===== config.mk =====
export PLATFORM = sky130hd
export DESIGN_NAME = serial_adder_flat
export DESIGN_NICKNAME = d
export VERILOG_FILES = /design/src/rtl/serial_adder_if.sv /design/src/rtl/serial_adder.sv /design/src/flat_wrapper.sv
export SDC_FILE = /design/constraint.sdc
export NUM_CORES = 1
export LEC_CHECK = 0
export BUFFER_PORTS_ARGS = -buffer_cell sky130_fd_sc_hd__clkbuf_2
export CORE_ASPECT_RATIO = 1.75
export CORE_MARGIN = 3
export CORE_UTILIZATION = 59
export CTS_CLUSTER_SIZE = 24
export DETAILED_ROUTE_END_ITERATION = 10
export PLACE_DENSITY_LB_ADDON = 0.2
export RECOVER_POWER = 25
export SYNTH_ARGS = -nofsm -noshare
export SYNTH_HDL_FRONTEND = slang
export SYNTH_SLANG_ARGS = --single-unit

===== constraint.sdc =====
create_clock -name clk -period 4.4 [get_ports clk]
set_input_delay 0.44 -clock clk [delete_from_list [all_inputs] [get_ports clk]]
set_output_delay 0.44 -clock clk [all_outputs]
set_load 0.05 [all_outputs]

===== src/rtl/serial_adder_if.sv =====
// Serial adder request/result bundle.
// master drives start/a/b/cin; slave returns busy/done/sum/cout.
interface serial_adder_if #(
  parameter int WIDTH = 8
);
  logic             start;
  logic [WIDTH-1:0] a;
  logic [WIDTH-1:0] b;
  logic             cin;
  logic             busy;
  logic             done;
  logic [WIDTH-1:0] sum;
  logic             cout;

  modport master (
    output start,
    output a,
    output b,
    output cin,
    input  busy,
    input  done,
    input  sum,
    input  cout
  );

  modport slave (
    input  start,
    input  a,
    input  b,
    input  cin,
    output busy,
    output done,
    output sum,
    output cout
  );
endinterface


===== src/rtl/serial_adder.sv =====
// Bit-serial adder: one full adder, one bit per clock, LSB first.
// Ports: clk, rst_n (async, active-low), bus (serial_adder_if.slave).
module onebitadder (
  input  logic A,
  input  logic B,
  input  logic CarryIn,
  output logic Sum,
  output logic CarryOut
);
  assign Sum      = A ^ B ^ CarryIn;
  assign CarryOut = (A & B) | (CarryIn & (A ^ B));
endmodule

module serial_adder #(
  parameter int WIDTH = 8
) (
  input  logic           clk,
  input  logic           rst_n,
  serial_adder_if.slave  bus
);
  localparam int CW = $clog2(WIDTH);
  localparam logic [CW-1:0] LAST = CW'(WIDTH - 1);

  typedef enum logic [1:0] {
    IDLE,
    RUN,
    DONE
  } state_t;

  state_t state;
  state_t state_nx;

  logic [WIDTH-1:0] a_sh;
  logic [WIDTH-1:0] b_sh;
  logic [WIDTH-1:0] psum;
  logic [WIDTH-1:0] sum_q;
  logic [CW-1:0]    cnt;
  logic             carry;
  logic             cout_q;
  logic             fa_s;
  logic             fa_c;
  logic             accept;
  logic             last;

  onebitadder u_fa (
    .A        (a_sh[0]),
    .B        (b_sh[0]),
    .CarryIn  (carry),
    .Sum      (fa_s),
    .CarryOut (fa_c)
  );

  // start is only honoured outside RUN
  assign accept = bus.start && (state != RUN);
  assign last   = (state == RUN) && (cnt == LAST);

  always_ff @(posedge clk or negedge rst_n) begin
    if (!rst_n) begin
      state <= IDLE;
    end else begin
      state <= state_nx;
    end
  end

  always_comb begin
    state_nx = state;
    unique case (state)
      IDLE: begin
        if (bus.start) state_nx = RUN;
      end
      RUN: begin
        if (last) state_nx = DONE;
      end
      DONE: begin
        state_nx = bus.start ? RUN : IDLE;
      end
      default: state_nx = IDLE;
    endcase
  end

  always_ff @(posedge clk or negedge rst_n) begin
    if (!rst_n) begin
      a_sh   <= '0;
      b_sh   <= '0;
      psum   <= '0;
      sum_q  <= '0;
      cnt    <= '0;
      carry  <= 1'b0;
      cout_q <= 1'b0;
    end else if (accept) begin
      a_sh  <= bus.a;
      b_sh  <= bus.b;
      carry <= bus.cin;
      cnt   <= '0;
    end else if (state == RUN) begin
      // sum bits enter at the MSB so bit 0 ends up at the LSB
      psum  <= {fa_s, psum[WIDTH-1:1]};
      carry <= fa_c;
      a_sh  <= a_sh >> 1;
      b_sh  <= b_sh >> 1;
      cnt   <= cnt + 1'b1;
      if (last) begin
        sum_q  <= {fa_s, psum[WIDTH-1:1]};
        cout_q <= fa_c;
      end
    end
  end

  assign bus.busy = (state == RUN);
  assign bus.done = (state == DONE);
  assign bus.sum  = sum_q;
  assign bus.cout = cout_q;
endmodule


===== src/flat_wrapper.sv =====
// flat-port wrapper written by rule: the top's interface ports become plain ports
module serial_adder_flat 
#(
  parameter int WIDTH = 8
)
  (clk, rst_n, bus_start, bus_a, bus_b, bus_cin, bus_busy, bus_done, bus_sum, bus_cout);
  serial_adder_if #(.WIDTH(WIDTH)) bus_i ();
  input  logic clk;
  input  logic rst_n;
  input wire logic [$bits(bus_i.start)-1:0] bus_start;
  input wire logic [$bits(bus_i.a)-1:0] bus_a;
  input wire logic [$bits(bus_i.b)-1:0] bus_b;
  input wire logic [$bits(bus_i.cin)-1:0] bus_cin;
  output wire logic [$bits(bus_i.busy)-1:0] bus_busy;
  output wire logic [$bits(bus_i.done)-1:0] bus_done;
  output wire logic [$bits(bus_i.sum)-1:0] bus_sum;
  output wire logic [$bits(bus_i.cout)-1:0] bus_cout;
  assign bus_i.start = bus_start;
  assign bus_i.a = bus_a;
  assign bus_i.b = bus_b;
  assign bus_i.cin = bus_cin;
  assign bus_busy = bus_i.busy;
  assign bus_done = bus_i.done;
  assign bus_sum = bus_i.sum;
  assign bus_cout = bus_i.cout;
  serial_adder #(.WIDTH(WIDTH)) u_core (.clk(clk), .rst_n(rst_n), .bus(bus_i));
endmodule

==> out/results.tsv, run 1 <==
stage	metric	value	unit
outcome	status	complete, but fails checks	
outcome	violations	max-capacitance violations, max-slew violations	
synthesis	synth_top_area_cell	dfrtp_1	
synthesis	ys_ff_latch	38	
clocking	postCtsResizedCells	0	
route	ant_nets	0	
worst_setup_path	cp.buffers_inverters	2	
placed_design	hpwl	2.13	mm
clocking	insertion_delay	0.28	ns
timing	relSlewSlack	-27.4	%
synthesis	synth-edff-count	0	
power_and_ir_drop	power_switching_share	35.5	%
route	viasPerCell	5.64	
final_layout	area_growth	12.1	%
route	vias	964	
final_layout	fill_cells	221	
clocking	cts_buffer_depth	2	
worst_setup_path	worstPathArrival	1.76	ns
final_layout	post-route-util	69.8	%
worst_setup_path	start_kind	flop	
floorplan	start_util	62.3	%
grt	grt_max_degree	39	
floorplan	die_x	48.0	um
power_and_ir_drop	fin_total_pwr	1590	uW
synthesis	synth_warnings	0	
job	drv_cap	1	
clocking	clock-root-buffer	clkbuf_8	
clocking	cts_tree	built	
worst_setup_path	cp_slowest_cell	nand2b_1	
placed_design	port_buffers	30	
hold_path	hold_path_class	in2reg	
timing	finalHoldViolCount	0	
timing	maxSlewViolCount	39	
power_and_ir_drop	switchingPower	564	uW
placed_design	place_ws	2.49	ns
clocking	ctsHoldBuffers	0	
power_and_ir_drop	pwr-share-comb	46.4	%
floorplan	coreArea	2930	um^2
final_layout	drive_gt1_share	59.4	%
timing	grt_setup_unrepaired	false	
synthesis	synthTopCellsByArea	dfrtp_1 52%, mux2_4 29%, mux2_2 8.0%	
clocking	cts_buffers	5	
grt	antenna_found_initial	0	
synthesis	synth_area_per_cell	16.6	um^2
final_layout	fin_cells	171	
floorplan	rows	26	
timing	clock_skew	0.00612	ns
floorplan	ioPinCount	31	
route	routedWlPerCell	17.2	um
synthesis	syn_inst	110	
timing	tns	0	ns
synthesis	syn_nets	133	
power_and_ir_drop	p_int	1030	uW
clocking	cts.htree.levels	2	
synthesis	synth-async-reset-ratio	100	%
power_and_ir_drop	power.density	778	nW/um^2
synthesis	syn_area	1820	um^2
final_layout	antenna_cells	0	
worst_setup_path	worstSetupPathType	reg2out	
route	drt_iter0_markers	11	
worst_setup_path	cp.required	3.96	ns
worst_setup_path	crit_chain	nand2b_1 > inv_1 > clkbuf_2	
worst_setup_path	cp-end-kind	output pin	
grt	grt_pass1_vias	1086	
grt	grt_pass1_wl	5.11	mm
timing	timing.final.ws_setup	2.20	ns
placed_design	place_inst	163	
synthesis	synth.distinct_cells	14	
power_and_ir_drop	p_clk_share	14.9	%
timing	finalCritPeriodShare	50.0	%
synthesis	synthTopCellsByCount	38 x dfrtp_1, 35 x mux2_4, 13 x mux2_2	
timing	worst_pin_slew	1.91	ns
power_and_ir_drop	irDropWorstVdd	0.578	mV
route	wirelength	2.94	mm
synthesis	ys_seq_area_share	52.2	%
clocking	clk_pin_slew	0.07	ns
clocking	cts_setup_buffers	0	
worst_setup_path	slowest_delay	0.48	ns
synthesis	yosysTopAreaCellShare	52.2	%
power_and_ir_drop	leakage	0.00106	uW
route	drtPass1Iterations	4	
timing	post-route-min-period	2.20	ns
worst_setup_path	cp_max_fo	13	
power_and_ir_drop	p_seq_share	38.7	%
synthesis	synth_most_common_cell	dfrtp_1	
floorplan	die_h	79.5	um
placed_design	place.gp.congestion	0.642	
route	drc	0	
grt	grt_use_total	19.2	%
worst_setup_path	cp_top_family	buffers and inverters	
floorplan	die-area	3820	um^2
synthesis	synthFlopType	dfrtp_1	
final_layout	finalNetCount	165	
clocking	cts.sinks	38	
grt	grt.overflow.total	0	
timing	fmax	0.454	GHz
timing	setup_violations	0	
==> layout make-up <==
class | count | area, um^2 | share of cell area [%]
clock buffer | 7 | 86.3 | 4.22
clock inverter | 1 | 5.00 | 0.245
inverter | 3 | 11.3 | 0.551
multi-input combinational | 63 | 800 | 39.1
sequential | 38 | 951 | 46.5
tap | 28 | 35.0 | 1.71
timing repair buffer | 31 | 156 | 7.65
==> kinds of logic after synthesis <==
family,synth area share (%)
buffers and inverters,3.98
and+or+nand+nor,2.54
AOI/OAI and AO/OA,0.343
adders and majority gates,2.47
muxes,38.5
DFF,52.2
==> routing by layer <==
layer | track usage [%] | part of all wire, % | vias to the layer above
met4 | 8.09 | 2.1 | 0
met5 | 0 | 0 | -
met1 | 22.8 | 40 | 485
met3 | 5.19 | 4.9 | 6
li1 | - | - | 445
met2 | 31.0 | 53 | 28
==> placed cells by master, fill, tap and decap left out, types with 2 or more instances in the layout <==
| cell type | count |
|---|---|
| clkbuf_2 | 29 |
| clkbuf_1 | 2 |
| mux2i_1 | 3 |
| mux2_2 | 13 |
| inv_1 | 3 |
| nand2b_1 | 2 |
| nor2_1 | 2 |
| clkbuf_8 | 6 |
| nor2b_1 | 3 |
| mux2_4 | 35 |
| dfrtp_1 | 38 |
| ha_1 | 2 |
==> state kept, by name, indices dropped and copies added (netlist names) <==
register and cells:
u_core.a_sh 8, u_core.psum 7, u_core.bus.sum 8, u_core.cnt 3
u_core.b_sh 8, u_core.bus.cout 1, u_core.carry 1, u_core.state 2
==> tightest hold or removal path: stages <==
cell and delay, ns:
clkbuf_2 0.08, mux2i_1 0.06, nor2_1 0.08
==> final timing paths <==
path	slack [ns]	to	cells after the start	start
min in group asynchronous	0.68	u_core.a_sh[3]	1	rst_n
setup / recovery	2.20	bus_busy	3	u_core.state[1]
hold / removal	0.41	u_core.b_sh[7]	3	bus_b[7]
max in group asynchronous	2.62	u_core.bus.sum[5]	1	rst_n
hold reg to reg	0.50	u_core.bus.sum[0]	1	u_core.bus.sum[0]
setup reg to reg	2.57	u_core.a_sh[0]	3	u_core.state[0]
==> power by group through the flow <==
| stage | clock [uW] | sequential (uW) | combinational, uW |
|---|---|---|---|
| after floorplan | 0 | 726 | 511 |
| after global placement | 0 | 613 | 725 |
| after detailed placement | 0 | 625 | 744 |
| after CTS | 247 | 617 | 750 |
| after global routing | 265 | 638 | 795 |
| final | 236 | 616 | 739 |
==> through the flow <==
step | cell area [um^2] | hold WS, ns
3_3_place_gp | 1950 | 0.471
2_1_floorplan | 1820 | 0.144
3_5_place_dp | 1950 | 0.492
4_1_cts | 2050 | 0.297
6_report | 2040 | 0.411
5_1_grt | 2040 | 0.452
Note: power is estimated with default switching activity, not from simulation.
==> run 2, diff against run 1 <==
--- a/config.mk
+++ b/config.mk
@@ -8,7 +8,7 @@
 export BUFFER_PORTS_ARGS = -buffer_cell sky130_fd_sc_hd__clkbuf_2
 export CORE_ASPECT_RATIO = 1.75
 export CORE_MARGIN = 3
-export CORE_UTILIZATION = 59
+export CORE_UTILIZATION = 50
 export CTS_CLUSTER_SIZE = 24
 export DETAILED_ROUTE_END_ITERATION = 10
 export PLACE_DENSITY_LB_ADDON = 0.2
==> constraint.sdc (replaced) <==
create_clock -name clk -period 1.8 [get_ports clk]
set_input_delay 0.18 -clock clk [delete_from_list [all_inputs] [get_ports clk]]
set_output_delay 0.18 -clock clk [all_outputs]
set_load 0.05 [all_outputs]
==> out/results.tsv, run 2 (synthesized netlist as in run 1, its figures left out) <==
stage	metric	value	unit
route	vias	975	
floorplan	ioPinCount	31	
timing	setup_violations	0	
grt	grt_pass1_wl	5.07	mm
timing	finalCritPeriodShare	84.6	%
timing	finalHoldViolCount	0	
final_layout	drive_gt1_share	60.5	%
final_layout	fill_cells	299	
job	drv_cap	0	
power_and_ir_drop	leakage	0.00109	uW
hold_path	hold_path_class	in2reg	
worst_setup_path	cp.buffers_inverters	1	
worst_setup_path	cp_slowest_cell	dfrtp_1	
clocking	cts.htree.levels	2	
final_layout	finalNetCount	170	
placed_design	hpwl	2.10	mm
worst_setup_path	crit_start	u_core.cnt[0]	
worst_setup_path	worstSetupPathType	reg2reg	
route	routedWlPerCell	15.1	um
timing	tns	0	ns
route	drtPass1Iterations	2	
timing	maxSlewViolCount	0	
worst_setup_path	cp.required	1.97	ns
hold_path	min_from	bus_b[7]	
final_layout	antenna_cells	0	
timing	relSlewSlack	30.4	%
grt	antenna_found_initial	0	
grt	grt_pass1_vias	1046	
clocking	cts_buffer_depth	2	
floorplan	coreArea	3430	um^2
floorplan	die-area	4440	um^2
worst_setup_path	cp_max_fo	10	
power_and_ir_drop	power.density	1830	nW/um^2
route	ant_nets	0	
clocking	cts_setup_buffers	0	
placed_design	port_buffers	30	
worst_setup_path	slowest_delay	0.40	ns
clocking	cts_buffers	5	
grt	grt.overflow.total	0	
route	wirelength	2.90	mm
grt	grt_use_total	15.3	%
clocking	cts.sinks	38	
timing	fmax	0.657	GHz
clocking	cts_tree	built	
worst_setup_path	start_kind	flop	
timing	clock_skew	0.00560	ns
worst_setup_path	worstPathArrival	1.69	ns
floorplan	die_x	51.6	um
floorplan	start_util	53.1	%
timing	post-route-min-period	1.52	ns
power_and_ir_drop	fin_total_pwr	3850	uW
worst_setup_path	cp-end-kind	flop	
worst_setup_path	crit_top_cell	ha_1	
route	drt_iter0_markers	5	
placed_design	place_ws	0.266	ns
clocking	clock-root-buffer	clkbuf_8	
clocking	clk_pin_slew	0.07	ns
timing	grt_setup_unrepaired	false	
worst_setup_path	crit_chain	ha_1 > ha_1 > nand3b_1 > buf_4 > mux2_2	
floorplan	die_h	85.9	um
route	viasPerCell	5.08	
worst_setup_path	r2r-start	u_core.cnt[0]	
clocking	postCtsResizedCells	0	
clocking	insertion_delay	0.28	ns
route	drc	0	
worst_setup_path	cp_top_family	flip-flops	
outcome	status	completed	
final_layout	final_common_cell	dfrtp_1	
placed_design	place.gp.congestion	0.683	
power_and_ir_drop	irDropWorstVdd	0.904	mV
grt	grt_max_degree	21	
floorplan	rows	28	
final_layout	final_cell_mix	38 x dfrtp_1, 35 x mux2_4, 29 x clkbuf_2	
final_layout	area_growth	15.5	%
timing	worst_pin_slew	1.04	ns
clocking	ctsHoldBuffers	1	
timing	timing.final.ws_setup	0.278	ns
==> run 2: cell count changes in the layout (fill, tap and decap cells not counted) <==
cell,previous run,this run
dlygate4sd3_1,0,1
clkbuf_1,2,1
clkbuf_8,6,5
buf_12,0,1
buf_4,1,4
clkinv_2,1,2
==> run 2: stage by stage <==
step           hold slack (ns)  util [%]  cells  area (um^2)
2_1_floorplan           -0.116         -    110         1820
3_3_place_gp             0.148      58.8    184         2020
3_5_place_dp             0.158      58.8    184         2020
4_1_cts                  0.143      61.4    192         2110
5_1_grt                  0.159      61.3    192         2110
6_report                 0.148      61.3    192         2110
==> run 2: cell type report <==
class,instances,area [um^2],share of cell area (%)
clock inverter,2,10.0,0.475
sequential,38,951,45.2
clock buffer,5,68.8,3.27
inverter,3,11.3,0.535
timing repair buffer,36,209,9.92
tap,45,56.3,2.67
multi-input combinational,63,800,38.0
==> run 2: power by group <==
group,total (uW),internal (uW),switching (uW)
Combinational,1820,962,858
Clock,535,260,276
Sequential,1490,1250,239
Total,3850,2480,1370
==> run 2: layer usage <==
layer  track usage [%]  up-vias  share of wire [%]
li1                  -      451                  -
met1              20.8      492                 44
met2              22.9       26                 49
met3              4.17        6                5.5
met4              6.44        0                2.1
met5                 0        -                  0
==> run 2: path summary, 6_finish.rpt <==
| path | endpoint | slack (ns) | cells past startpoint |
|---|---|---|---|
| min in group asynchronous | u_core.state[1] | 0.60 | 2 |
| max in group asynchronous | u_core.a_sh[2] | 0.36 | 3 |
| max reg2reg | u_core.bus.sum[2] | 0.28 | 5 |
| max | u_core.bus.sum[2] | 0.28 | 5 |
| min | u_core.b_sh[7] | 0.15 | 3 |
| min reg2reg | u_core.cnt[0] | 0.49 | 1 |
==> run 2: worst min-delay path, cell delays in order <==
cell and delay [ns]:
clkbuf_2 0.08, mux2i_1 0.06, nor2_1 0.08
